--- config.mk ---
export PLATFORM = sky130hd
export DESIGN_NAME = read_master_flat
export DESIGN_NICKNAME = d
export VERILOG_FILES = /design/src/rtl/read_master_pkg.sv /design/src/rtl/read_master_if.sv /design/src/rtl/master_fifo.sv /design/src/rtl/read_master.sv /design/src/flat_wrapper.sv
export SDC_FILE = /design/constraint.sdc
export NUM_CORES = 1
export LEC_CHECK = 0
export ABC_AREA = 1
export BUFFER_PORTS_ARGS = -buffer_cell sky130_fd_sc_hd__buf_4
export CAP_MARGIN = 20
export CORE_MARGIN = 4
export CORE_UTILIZATION = 46
export CTS_CLUSTER_DIAMETER = 30
export DETAILED_ROUTE_END_ITERATION = 10
export GPL_TIMING_DRIVEN = 0
export PLACE_DENSITY = 0.62
export SLEW_MARGIN = 20
export SYNTH_ARGS = -nofsm -noshare
export SYNTH_HDL_FRONTEND = slang
export SYNTH_HIERARCHICAL = 1
export SYNTH_SLANG_ARGS = --single-unit
--- constraint.sdc ---
create_clock -name clk -period 4.2 [get_ports clk]
set_input_delay 0.42 -clock clk [delete_from_list [all_inputs] [get_ports clk]]
set_output_delay 0.42 -clock clk [all_outputs]
set_load 0.1 [all_outputs]
--- src/rtl/read_master_pkg.sv ---
// Shared constants and helpers for the Avalon-MM read and write masters.
package read_master_pkg;

    function automatic int clog2(input int value);
        int result;
        result = 0;
        while ((1 << result) < value) begin
            result++;
        end
        return result;
    endfunction

    localparam int DATAWIDTH_DEF       = 32;
    localparam int BYTEENABLEWIDTH_DEF = 4;
    localparam int ADDRESSWIDTH_DEF    = 32;
    localparam int FIFODEPTH_DEF       = 32;
    localparam int FIFODEPTH_LOG2_DEF  = clog2(FIFODEPTH_DEF);

endpackage

--- src/rtl/read_master_if.sv ---
// Avalon-MM read bus between the read master and its slave.
interface read_master_if
    import read_master_pkg::*;
#(
    parameter int DATAWIDTH       = DATAWIDTH_DEF,
    parameter int BYTEENABLEWIDTH = BYTEENABLEWIDTH_DEF,
    parameter int ADDRESSWIDTH    = ADDRESSWIDTH_DEF
) ();

    logic [ADDRESSWIDTH-1:0]    master_address;
    logic                       master_read;
    logic [BYTEENABLEWIDTH-1:0] master_byteenable;
    logic [DATAWIDTH-1:0]       master_readdata;
    logic                       master_readdatavalid;
    logic                       master_waitrequest;

    modport master (
        output master_address,
        output master_read,
        output master_byteenable,
        input  master_readdata,
        input  master_readdatavalid,
        input  master_waitrequest
    );

    modport slave (
        input  master_address,
        input  master_read,
        input  master_byteenable,
        output master_readdata,
        output master_readdatavalid,
        output master_waitrequest
    );

endinterface

--- src/rtl/master_fifo.sv ---
// Synchronous show-ahead FIFO; the head word is visible on read_data whenever empty is low.
module master_fifo
    import read_master_pkg::*;
#(
    parameter int WIDTH      = DATAWIDTH_DEF,
    parameter int DEPTH      = FIFODEPTH_DEF,
    parameter int DEPTH_LOG2 = clog2(DEPTH)
) (
    input  logic                  clk,
    input  logic                  reset_n,
    input  logic                  write,
    input  logic [WIDTH-1:0]      write_data,
    input  logic                  read,
    output logic [WIDTH-1:0]      read_data,
    output logic [DEPTH_LOG2:0]   used,
    output logic                  empty,
    output logic                  full
);

    localparam logic [DEPTH_LOG2-1:0] PTR_ONE  = 1;
    localparam logic [DEPTH_LOG2:0]   USED_ONE = 1;
    localparam logic [DEPTH_LOG2:0]   USED_MAX = (DEPTH_LOG2 + 1)'(DEPTH);

    logic [WIDTH-1:0]      mem [DEPTH];
    logic [DEPTH_LOG2-1:0] wr_ptr;
    logic [DEPTH_LOG2-1:0] rd_ptr;
    logic                  do_push;
    logic                  do_pop;

    assign empty     = (used == '0);
    assign full      = (used == USED_MAX);
    assign do_pop    = read & ~empty;
    assign do_push   = write & (~full | do_pop);
    assign read_data = mem[rd_ptr];

    always_ff @(posedge clk or negedge reset_n) begin
        if (!reset_n) begin
            wr_ptr <= '0;
            rd_ptr <= '0;
            used   <= '0;
        end else begin
            if (do_push) begin
                wr_ptr <= wr_ptr + PTR_ONE;
            end
            if (do_pop) begin
                rd_ptr <= rd_ptr + PTR_ONE;
            end
            case ({do_push, do_pop})
                2'b10:   used <= used + USED_ONE;
                2'b01:   used <= used - USED_ONE;
                default: used <= used;
            endcase
        end
    end

    // Storage needs no reset; the pointers define what is valid.
    always_ff @(posedge clk) begin
        if (do_push) begin
            mem[wr_ptr] <= write_data;
        end
    end

endmodule

--- src/rtl/read_master.sv ---
// Avalon-MM burstless read master: issues word reads over a programmed range and
// buffers returned data for a show-ahead user port.
module read_master
    import read_master_pkg::*;
#(
    parameter int DATAWIDTH       = DATAWIDTH_DEF,
    parameter int BYTEENABLEWIDTH = BYTEENABLEWIDTH_DEF,
    parameter int ADDRESSWIDTH    = ADDRESSWIDTH_DEF,
    parameter int FIFODEPTH       = FIFODEPTH_DEF,
    parameter int FIFODEPTH_LOG2  = FIFODEPTH_LOG2_DEF
) (
    input  logic                    clk,
    input  logic                    reset_n,

    input  logic                    control_fixed_location,
    input  logic [ADDRESSWIDTH-1:0] control_read_base,
    input  logic [ADDRESSWIDTH-1:0] control_read_length,
    input  logic                    control_go,
    output logic                    control_done,
    output logic                    control_early_done,

    input  logic                    user_read_buffer,
    output logic [DATAWIDTH-1:0]    user_buffer_data,
    output logic                    user_data_available,

    read_master_if.master           avm
);

    localparam logic [ADDRESSWIDTH-1:0]   STEP         = ADDRESSWIDTH'(BYTEENABLEWIDTH);
    localparam logic [FIFODEPTH_LOG2:0]   PEND_ONE     = 1;
    localparam logic [FIFODEPTH_LOG2+1:0] CREDIT_LIMIT = (FIFODEPTH_LOG2 + 2)'(FIFODEPTH);

    logic [ADDRESSWIDTH-1:0]   address;
    logic [ADDRESSWIDTH-1:0]   length;
    logic                      fixed;
    logic [FIFODEPTH_LOG2:0]   pending;
    logic [FIFODEPTH_LOG2:0]   fifo_used;
    logic                      fifo_empty;
    logic                      fifo_full;
    logic [FIFODEPTH_LOG2+1:0] credit_used;
    logic                      read_accept;
    logic                      beat_valid;
    logic                      go_accept;

    // Buffered plus in-flight words must never exceed the buffer, so a read is
    // only issued when its returning beat is guaranteed a slot.
    assign credit_used           = {1'b0, fifo_used} + {1'b0, pending};
    assign avm.master_read       = (length != '0) && (credit_used < CREDIT_LIMIT);
    assign avm.master_address    = address;
    assign avm.master_byteenable = '1;

    assign read_accept        = avm.master_read & ~avm.master_waitrequest;
    // Beats arriving with nothing outstanding belong to reads discarded by a reset.
    assign beat_valid         = avm.master_readdatavalid & (pending != '0);
    assign control_early_done = (length == '0);
    assign control_done       = control_early_done & (pending == '0);
    assign go_accept          = control_go & control_done;
    assign user_data_available = ~fifo_empty;

    always_ff @(posedge clk or negedge reset_n) begin
        if (!reset_n) begin
            address <= '0;
            length  <= '0;
            fixed   <= 1'b0;
        end else if (go_accept) begin
            address <= control_read_base;
            length  <= control_read_length;
            fixed   <= control_fixed_location;
        end else if (read_accept) begin
            if (!fixed) begin
                address <= address + STEP;
            end
            length <= (length < STEP) ? '0 : length - STEP;
        end
    end

    always_ff @(posedge clk or negedge reset_n) begin
        if (!reset_n) begin
            pending <= '0;
        end else begin
            case ({read_accept, beat_valid})
                2'b10:   pending <= pending + PEND_ONE;
                2'b01:   pending <= pending - PEND_ONE;
                default: pending <= pending;
            endcase
        end
    end

    master_fifo #(
        .WIDTH      (DATAWIDTH),
        .DEPTH      (FIFODEPTH),
        .DEPTH_LOG2 (FIFODEPTH_LOG2)
    ) u_fifo (
        .clk        (clk),
        .reset_n    (reset_n),
        .write      (beat_valid),
        .write_data (avm.master_readdata),
        .read       (user_read_buffer),
        .read_data  (user_buffer_data),
        .used       (fifo_used),
        .empty      (fifo_empty),
        .full       (fifo_full)
    );

    no_overflow: assert property (@(posedge clk) disable iff (!reset_n)
        beat_valid |-> (!fifo_full || user_read_buffer));

endmodule

--- src/flat_wrapper.sv ---
// flat-port wrapper written by rule: the top's interface ports become plain ports
module read_master_flat import read_master_pkg::*;
#(
    parameter int DATAWIDTH       = DATAWIDTH_DEF,
    parameter int BYTEENABLEWIDTH = BYTEENABLEWIDTH_DEF,
    parameter int ADDRESSWIDTH    = ADDRESSWIDTH_DEF,
    parameter int FIFODEPTH       = FIFODEPTH_DEF,
    parameter int FIFODEPTH_LOG2  = FIFODEPTH_LOG2_DEF
)
  (clk, reset_n, control_fixed_location, control_read_base, control_read_length, control_go, control_done, control_early_done, user_read_buffer, user_buffer_data, user_data_available, avm_master_address, avm_master_read, avm_master_byteenable, avm_master_readdata, avm_master_readdatavalid, avm_master_waitrequest);
  read_master_if #(.DATAWIDTH(DATAWIDTH), .BYTEENABLEWIDTH(BYTEENABLEWIDTH), .ADDRESSWIDTH(ADDRESSWIDTH)) avm_i ();
  input  logic clk;
  input  logic reset_n;
  input  logic control_fixed_location;
  input  logic [ADDRESSWIDTH-1:0] control_read_base;
  input  logic [ADDRESSWIDTH-1:0] control_read_length;
  input  logic control_go;
  output logic control_done;
  output logic control_early_done;
  input  logic user_read_buffer;
  output logic [DATAWIDTH-1:0] user_buffer_data;
  output logic user_data_available;
  output wire logic [$bits(avm_i.master_address)-1:0] avm_master_address;
  output wire logic [$bits(avm_i.master_read)-1:0] avm_master_read;
  output wire logic [$bits(avm_i.master_byteenable)-1:0] avm_master_byteenable;
  input wire logic [$bits(avm_i.master_readdata)-1:0] avm_master_readdata;
  input wire logic [$bits(avm_i.master_readdatavalid)-1:0] avm_master_readdatavalid;
  input wire logic [$bits(avm_i.master_waitrequest)-1:0] avm_master_waitrequest;
  assign avm_master_address = avm_i.master_address;
  assign avm_master_read = avm_i.master_read;
  assign avm_master_byteenable = avm_i.master_byteenable;
  assign avm_i.master_readdata = avm_master_readdata;
  assign avm_i.master_readdatavalid = avm_master_readdatavalid;
  assign avm_i.master_waitrequest = avm_master_waitrequest;
  read_master #(.DATAWIDTH(DATAWIDTH), .BYTEENABLEWIDTH(BYTEENABLEWIDTH), .ADDRESSWIDTH(ADDRESSWIDTH), .FIFODEPTH(FIFODEPTH), .FIFODEPTH_LOG2(FIFODEPTH_LOG2)) u_core (.clk(clk), .reset_n(reset_n), .control_fixed_location(control_fixed_location), .control_read_base(control_read_base), .control_read_length(control_read_length), .control_go(control_go), .control_done(control_done), .control_early_done(control_early_done), .user_read_buffer(user_read_buffer), .user_buffer_data(user_buffer_data), .user_data_available(user_data_available), .avm(avm_i));
endmodule
==> reports/results.txt <==
vias per cell = 5.44
sequential share of power = 26.2%
launch point of the worst hold path = control_read_base[16]
Max Slew Vio Count = 0
initial antenna violation count = 2
Cells after Synth = 4697
r2r endpoint = u_core/u_fifo/mem[26][13]
drt first pass iters = 5
r2r startpoint = u_core/pending[1]
hold path depth = 5
io pins = 175
# rows = 118
Slew headroom = 38.6%
utilization after layout = 58.8%
Synth Cell Area = 48300 sq um
clock slew at reported path FFs = 50 ps
grt ovf = 0
Initial Util = 46.5%
path category of the worst min-delay check = in -> reg
Final Cycle Share = 98.1%
final setup violating endpoints = 0
Pleak = 24.5 nW
CP Launch Type = register
routability cong. = 0.923
antenna viol nets, final = 0
ratio of cells with drive above 1 in the final layout = 15.8%
Die Area = 110000 sq um
P_int = 30.5 mW
Critical Path AT = 3700 ps
DRC viols = 0
grt met2 use = 44.4%
area of the core = 104000 sq um
max frequency = 243 MHz
Setup Total Neg Slack = 0 ps
Bufs on Longest Clock Path = 3
R2R depth = 14
Req. time, crit path = 3780 ps
WL final = 154 mm
met1 Track Usage GR = 35.7%
DR vias = 37100
Ys Warns = 6
unrepaired setup endpoints after global routing = false
Max-Cap Viols = 0
first-pass GRT wire length = 227 mm
TritonCTS clock tree = yes
worst slew pin tran = 920 ps
hold path endpoint = u_core/avm.master_address[16]
number of global-route vias before repair = 36200
Crit Path Max Fanout = 10
met3 Resource Use GR = 5.92%
final hold vios = 0
synthesized area per cell = 10.3 sq um
Area after DPL = 52600 sq um
Sw Share = 41.9%
synth-to-layout area growth = 26.5%
CP Class = reg -> out
min Tclk post-route = 4120 ps
GR Util All Layers = 27.5%
DR WL/cell = 22.6 um
Port Buffers = 169
placed cell count = 6367
power density cells = 857 nW/um^2
clock latency on the worst-skew pair = 780 ps
Sw Pwr = 21.9 mW
Gate power share = 38.4%
most frequent cells in the layout = nand2_1 (1755), edfxtp_1 (1024), nor2_1 (527)
root buf cell = clkbuf_16
Crit. End Element = output pin
commonest non-fill, non-tap cell in the layout = nand2_1
final instance area = 61100 sq um
total power = 52.4 mW
Die Ht = 332 um
Total Nets Final = 5372
post-route insts no fill = 6819
largest net degree at the start of global routing = 88
Detailed Place HPWL = 106 mm
Post-CTS Setup Inserts = 0
VDD IR-drop max = 1920 uV
# diodes = 0
status = complete, no violations
Clock power frac = 35.4%
DR iter-0 viols = 3801
H-tree depth = 4
clock skew = 54.7 ps
Die Wd = 332 um
CTS sink count = 1111
TritonCTS Buffers = 219
r2r setup slk = 340 ps
busiest grt layer = met2
layout make-up:
cell class | count | area [sq um]
buffer | 251 | 1280
clock buffer | 238 | 5610
clock inverter | 177 | 2460
fill | 8557 | 42800
inverter | 137 | 517
multi-input combinational | 3200 | 13800
sequential | 1111 | 32900
tap | 1380 | 1730
timing repair buffer | 325 | 2770
per-layer routing:
layer | up-vias | routed length (um)
li1 | 17100 | -
met1 | 17900 | 60200
met2 | 1865 | 71600
met3 | 328 | 14700
met4 | 0 | 7440
met5 | - | 0
state kept, by name (all words and copies together), names as in the netlist:
name	count
u_core/u_fifo/rd_ptr	5
u_core/u_fifo/mem	1024
u_core/length	32
u_core/u_fifo/used	6
u_core/u_fifo/wr_ptr	5
u_core/fixed	1
u_core/pending	6
u_core/avm.master_address	32
worst max path at each step:
| stage | startpoint | end | cells after the start |
|---|---|---|---|
| floorplan | u_core/pending[1] | u_core/u_fifo/mem[4][0] | 10 |
| global placement | u_core/pending[1] | u_core/u_fifo/mem[10][6] | 10 |
| detailed placement | u_core/pending[5] | u_core/u_fifo/mem[26][17] | 14 |
| CTS | u_core/pending[1] | u_core/u_fifo/mem[26][13] | 14 |
| global route | u_core/u_fifo/rd_ptr[2] | user_buffer_data[21] | 10 |
| finish | u_core/u_fifo/rd_ptr[1] | user_buffer_data[30] | 11 |
critical path, cell delays in order (launching register included):
cell             delay [ps]
dfrtp_1                 380
buf_2                   450
buf_4                   410
clkdlybuf4s15_2         520
nand3_1                 140
nand3_1                 100
nand2_1                  50
nor2_1                  310
nand2_1                  90
nand2_1                 170
inv_1                    60
buf_4                   230
power by group through the flow:
stage | registers (mW) | logic [mW] | clock network [mW]
finish | 13.7 | 20.1 | 18.6
global route | 13.8 | 21.5 | 19.4
CTS | 13.7 | 19.8 | 18.8
detailed placement | 13.9 | 19.7 | 0
global placement | 14.0 | 19.2 | 0
floorplan | 14.8 | 11.9 | 0
through the flow:
step                      setup WS, ps  hold slack, ps
final                             80.2            46.4
after global routing              9.50            23.2
after CTS                         9.69           0.838
after detailed placement          14.1             476
after global placement           -3050             461
after floorplan                    148             124
timing repair:
item	CTS	global route
hold buffers	38	0
hold endpoints to repair	124	0
setup endpoints to repair	32	77
gates resized for setup	14	34
Note: power is estimated with default switching activity, not from simulation.
